File: src/rtl/alu_share_ctrl.sv
`default_nettype none
// ============================================================================
// Module      : alu_share_ctrl
// Description : Shares one external combinational ALU between two requesters.
//               It arbitrates round-robin over valid/ready, registers the
//               granted operands toward the ALU, captures the result and
//               flags one cycle later, and holds them on a single response
//               channel tagged with the requester id until it is consumed.
// Ports       : clk, rst_n (async, active low)
//               req0_* / req1_* : valid, ready, op, a, b per requester
//               alu_a, alu_b, alu_op : registered operands to the ALU
//               alu_out, alu_cout, alu_sign, alu_overflow : ALU results
//               rsp_valid/ready, rsp_id, rsp_data, rsp_cout/sign/ovf
//               busy : high whenever the controller is not IDLE
// Options     : ALU_SHARE_STICKY_OVF_EN adds ovf_clr, ovf_sticky0 and
//               ovf_sticky1 (per-requester sticky overflow bits)
// Revision    : 1.0 - initial release
// ============================================================================
module alu_share_ctrl #(
  parameter int WIDTH = 12,
  parameter int OPW   = 3
) (
  input  logic             clk,
  input  logic             rst_n,
  input  logic             req0_valid,
  output logic             req0_ready,
  input  logic [OPW-1:0]   req0_op,
  input  logic [WIDTH-1:0] req0_a,
  input  logic [WIDTH-1:0] req0_b,
  input  logic             req1_valid,
  output logic             req1_ready,
  input  logic [OPW-1:0]   req1_op,
  input  logic [WIDTH-1:0] req1_a,
  input  logic [WIDTH-1:0] req1_b,
  output logic [WIDTH-1:0] alu_a,
  output logic [WIDTH-1:0] alu_b,
  output logic [OPW-1:0]   alu_op,
  input  logic [WIDTH-1:0] alu_out,
  input  logic             alu_cout,
  input  logic             alu_sign,
  input  logic             alu_overflow,
  output logic             rsp_valid,
  input  logic             rsp_ready,
  output logic             rsp_id,
  output logic [WIDTH-1:0] rsp_data,
  output logic             rsp_cout,
  output logic             rsp_sign,
  output logic             rsp_ovf,
  output logic             busy
`ifdef ALU_SHARE_STICKY_OVF_EN
  ,
  input  logic             ovf_clr,
  output logic             ovf_sticky0,
  output logic             ovf_sticky1
`endif
);

  typedef enum logic [1:0] {
    INIT = 2'd0,
    IDLE = 2'd1,
    EXEC = 2'd2,
    RESP = 2'd3
  } state_t;

  state_t state;
  state_t state_next;
  logic   last_grant;
  logic   grant;
  logic   accept;
  logic   rsp_take;

  // With both requesters valid the one not served last wins; otherwise the
  // single valid requester (or 0 when neither is valid, which is harmless
  // because ready is also qualified by valid).
  assign grant      = (req0_valid && req1_valid) ? ~last_grant : req1_valid;
  assign req0_ready = (state == IDLE) && req0_valid && (grant == 1'b0);
  assign req1_ready = (state == IDLE) && req1_valid && (grant == 1'b1);
  assign accept     = req0_ready || req1_ready;
  assign rsp_take   = (state == RESP) && rsp_valid && rsp_ready;
  assign busy       = (state != IDLE);

  always_ff @(posedge clk or negedge rst_n) begin
    if (!rst_n) begin
      state <= INIT;
    end else begin
      state <= state_next;
    end
  end

  always_comb begin
    state_next = state;
    case (state)
      INIT:    state_next = IDLE;
      IDLE:    if (accept) state_next = EXEC;
      EXEC:    state_next = RESP;
      RESP:    if (rsp_take) state_next = IDLE;
      default: state_next = INIT;
    endcase
  end

  // Operand/response datapath. Operands are left untouched after EXEC so
  // the ALU inputs only toggle on a new transfer.
  always_ff @(posedge clk or negedge rst_n) begin
    if (!rst_n) begin
      alu_a      <= '0;
      alu_b      <= '0;
      alu_op     <= '0;
      rsp_id     <= 1'b0;
      rsp_data   <= '0;
      rsp_cout   <= 1'b0;
      rsp_sign   <= 1'b0;
      rsp_ovf    <= 1'b0;
      rsp_valid  <= 1'b0;
      last_grant <= 1'b1;
    end else begin
      if (accept) begin
        alu_a      <= grant ? req1_a  : req0_a;
        alu_b      <= grant ? req1_b  : req0_b;
        alu_op     <= grant ? req1_op : req0_op;
        rsp_id     <= grant;
        last_grant <= grant;
      end
      if (state == EXEC) begin
        rsp_data  <= alu_out;
        rsp_cout  <= alu_cout;
        rsp_sign  <= alu_sign;
        rsp_ovf   <= alu_overflow;
        rsp_valid <= 1'b1;
      end else if (rsp_take) begin
        rsp_valid <= 1'b0;
      end
    end
  end

`ifdef ALU_SHARE_STICKY_OVF_EN
  // Set has priority over clear so an overflow landing on the clear edge
  // is never lost.
  always_ff @(posedge clk or negedge rst_n) begin
    if (!rst_n) begin
      ovf_sticky0 <= 1'b0;
      ovf_sticky1 <= 1'b0;
    end else begin
      if ((state == EXEC) && alu_overflow && (rsp_id == 1'b0)) begin
        ovf_sticky0 <= 1'b1;
      end else if (ovf_clr) begin
        ovf_sticky0 <= 1'b0;
      end
      if ((state == EXEC) && alu_overflow && (rsp_id == 1'b1)) begin
        ovf_sticky1 <= 1'b1;
      end else if (ovf_clr) begin
        ovf_sticky1 <= 1'b0;
      end
    end
  end
`endif

endmodule
`default_nettype wire

File: config.mk
export PLATFORM = sky130hd
export DESIGN_NAME = alu_share_ctrl
export DESIGN_NICKNAME = d
export VERILOG_FILES = /design/src/rtl/alu_share_ctrl.sv
export SDC_FILE = /design/constraint.sdc
export NUM_CORES = 1
export LEC_CHECK = 0
export CORE_MARGIN = 5
export CORE_UTILIZATION = 36
export CTS_BUF_LIST = sky130_fd_sc_hd__clkbuf_4 sky130_fd_sc_hd__clkbuf_8
export DETAILED_ROUTE_END_ITERATION = 8
export GPL_TIMING_DRIVEN = 0
export PLACE_DENSITY_LB_ADDON = 0.2
export RECOVER_POWER = 25
export SYNTH_ARGS = -nofsm -noshare
export SYNTH_HDL_FRONTEND = slang
export SYNTH_SLANG_ARGS = --single-unit
File: constraint.sdc
create_clock -name clk -period 1.3 [get_ports clk]
set_input_delay 0.195 -clock clk [delete_from_list [all_inputs] [get_ports clk]]
set_output_delay 0.195 -clock clk [all_outputs]
set_load 0.01 [all_outputs]
==> flow_metrics.tcl, run 1 <==
set metrics [dict create \
    run_status "finished, violations left" \
    violations "setup timing" \
    die_h_um 87.5 \
    ys_ff_latch 47 \
    setup_ws_ns -0.164 \
    setup_viol 48 \
    cts_max_path_buffers 2 \
    synth_enable_flop_cells 0 \
    yosysSeqAreaShare 0.545 \
    cts_max_level 2 \
    seqCellArea_mm2 0.00118 \
    start_util 0.367 \
    die_w_um 87.5 \
    synth_area_leader_cell "dfrtp_1" \
    drive_above_1_share 0.407 \
    reg2reg_from "state[1]$_DFFE_PN0P_" \
    grt-ovfl-total 0 \
    synth_area_leaders "dfrtp_1, a21oi_1, mux2_2, a21oi_2, nand2_1" \
    grt_pass1_wl_mm 11.1 \
    path_max_fanout 3 \
    ant_nets 0 \
    ys.flop_type "dfrtp_1" \
    period_needed_ns 1.46 \
    routedWlPerCell_um 16.1 \
    hold_viol 0 \
    cts_buffers 5 \
    synthToLayoutAreaGrowth_pct 95.0 \
    tightestPinTransition_ns 0.442 \
    grt_pass1_vias 2256 \
    async_flop_share 1.00 \
    syn_area_mm2 0.00216 \
    dieArea_mm2 0.00765 \
    grt_start_max_net_pins 33 \
    timing.critical_path.to "req1_ready" \
    power_density_mw_per_mm2 707 \
    arrival_ns 1.27 \
    num_vias 2101 \
    port_buffers 119 \
    yosysWarningCount 0 \
    fmax_mhz 683 \
    cts_tree "built" \
    p_total_w 0.00298 \
    track_usage 0.187 \
    cts_root_buf "clkbuf_8" \
    setup_tns_ns -3.52 \
    rsz0062_at_grt "yes" \
    max_slew_margin 0.705 \
    nNetsFinal 435 \
    cts.sinks 47 \
    first_iter_violations 51 \
    yosysMostFrequentCell "dfrtp_1" \
    required_ns 1.11 \
    syn-instance-count 209 \
    peakVddDrop_mv 0.430 \
    max_cap_viol_count 0 \
    slew_violations 0 \
    antenna_found_initial 0 \
    gp_routability_congestion 0.786 \
    avgSynthCellArea_um2 10.3 \
    min_period_over_period 1.13 \
    drc 0 \
    r2r-end "rsp_data[8]$_DFFE_PN0P_" \
    cp-startpoint "last_grant$_DFFE_PN1P_" \
    synth_cell_types 22 \
    path_class "reg2out" \
    multiInputGateArea_mm2 0.00121 \
    syn_nets 286 \
    leakage_nw 2.07 \
    drt_wl_total_mm 6.99 \
    crit_path_start_kind "register" \
    core_area_mm2 0.00589 \
    clk_pin_slew_ns 0.09 \
    end_kind "primary output" \
    yosys-top-cells-count "dfrtp_1, a21oi_1, nand2_1" \
    num_antenna_cells 0 \
    whs_ns 0.357 \
    rrSetupSlack_ns -0.15 \
    num_rows 28 \
    io_pins 121 \
    dr.pass1.iters 4 \
    reg2reg_depth 6 \
    clock_latency_ns 0.30 \
    via_per_inst 4.84 \
    skew_ns 0.00512 \
    n_fill_cell 453 \
    synth.top_cell.area_share 0.533 \
    min_path_type "in2reg" \
    hpwl_mm 4.63 \
]
where the power goes:
group	switching (W)	total [W]	internal, W
Combinational	0.000140	0.000389	0.000249
Sequential	0.000000837	0.00146	0.00146
Clock	0.000503	0.00113	0.000623
Total	0.000644	0.00298	0.00233
per-layer routing:
metal  wire length, um  vias up  part of all wire  GRT usage
met5                 0        -                 0          0
met4                74        0             0.011     0.0656
met3               393        4             0.056     0.0416
met2              3640       59              0.52      0.317
met1              2880     1039              0.41      0.232
li1                  -      999                 -          -
state kept, by name (all words and copies together), names as in the netlist:
register,count
rsp_valid,1
rsp_sign,1
rsp_ovf,1
state,2
rsp_data,12
rsp_id,1
last_grant,1
alu_b,12
alu_op,3
rsp_cout,1
alu_a,12
logic make-up (layout without fill, tap and decap cells):
| kind of cell | count (synthesis) | count (layout) | synth area share |
|---|---|---|---|
| multiplexers | 16 | 16 | 0.0828 |
| flip-flops | 47 | 47 | 0.545 |
| adder cells (fa/ha/maj) | 3 | 3 | 0.0174 |
| AO/OA/AOI/OAI | 65 | 65 | 0.202 |
| AND/OR/NAND/NOR | 61 | 61 | 0.106 |
| buffers and inverters | 17 | 167 | 0.0469 |
worst min path at each step:
stage	startpoint	to	slack, ns	depth (start not counted)
4_1_cts	rst_n	rsp_cout$_DFFE_PN0P_	0.35	2
5_1_grt	req1_valid	last_grant$_DFFE_PN1P_	0.38	3
3_3_place_gp	rsp_id$_DFFE_PN0P_	rsp_id$_DFFE_PN0P_	0.47	1
2_1_floorplan	rst_n	alu_a[0]$_DFFE_PN0P_	-0.10	0
6_report	req1_valid	last_grant$_DFFE_PN1P_	0.36	3
3_5_place_dp	rst_n	rsp_cout$_DFFE_PN0P_	0.15	1
metrics by stage:
| step | setup WS (ns) | instances | utilization | cell area [um^2] |
|---|---|---|---|---|
| final | -0.164 | 434 | 0.716 | 4210 |
| after global routing | -0.213 | 434 | 0.716 | 4210 |
| after CTS | -0.169 | 434 | 0.695 | 4090 |
| after detailed placement | -0.874 | 404 | 0.605 | 3560 |
| after global placement | -1.42 | 403 | 0.602 | 3550 |
| after floorplan | -0.0416 | 209 | - | 2260 |
critical path, stage by stage (launching register included):
cell	delay, ns
dfstp_2	0.58
a21bo_2	0.14
buf_6	0.11
nor2_4	0.04
buf_6	0.11
cell type report:
class / instances / share of cell area
inverters: 3 / 0.00267
well taps: 75 / 0.0223
repair buffers: 144 / 0.344
plain buffers: 12 / 0.0362
flip-flops and latches: 47 / 0.280
clock inverters: 2 / 0.00832
clock buffers: 6 / 0.0196
multi-input cells: 145 / 0.287
cells in the final DEF, fill, tap and decap left out, types with 2 or more instances in the layout:
master / instances
a21oi_2: 41
ha_4: 2
o21ai_0: 3
clkdlybuf4s50_1: 70
mux2_2: 13
buf_16: 2
buf_6: 14
clkbuf_8: 7
dlygate4sd2_1: 45
mux2_4: 2
inv_2: 3
a21o_1: 2
buf_4: 13
buf_12: 5
buf_8: 2
nor2_2: 7
nand2_1: 30
nor2_4: 22
a21boi_4: 2
dfrtp_1: 45
a21oi_1: 13
timing repair:
item | 4_1_cts | 5_1_grt
setup buffers | 17 | 2
resized for setup | 112 | 37
pin swaps | 5 | 2
hold endpoints to repair | 15 | 0
hold buffers | 1 | 0
gates cloned | 5 | 0
endpoints found under the setup margin | 84 | 47
Power figures use the tool's default switching activity.
==> run 2, diff against run 1 <==
Settings changed: HOLD_SLACK_MARGIN set to 0.1.
==> results of run 2 <==
No change in the layout: final DEF, timing and power equal those of run 1.
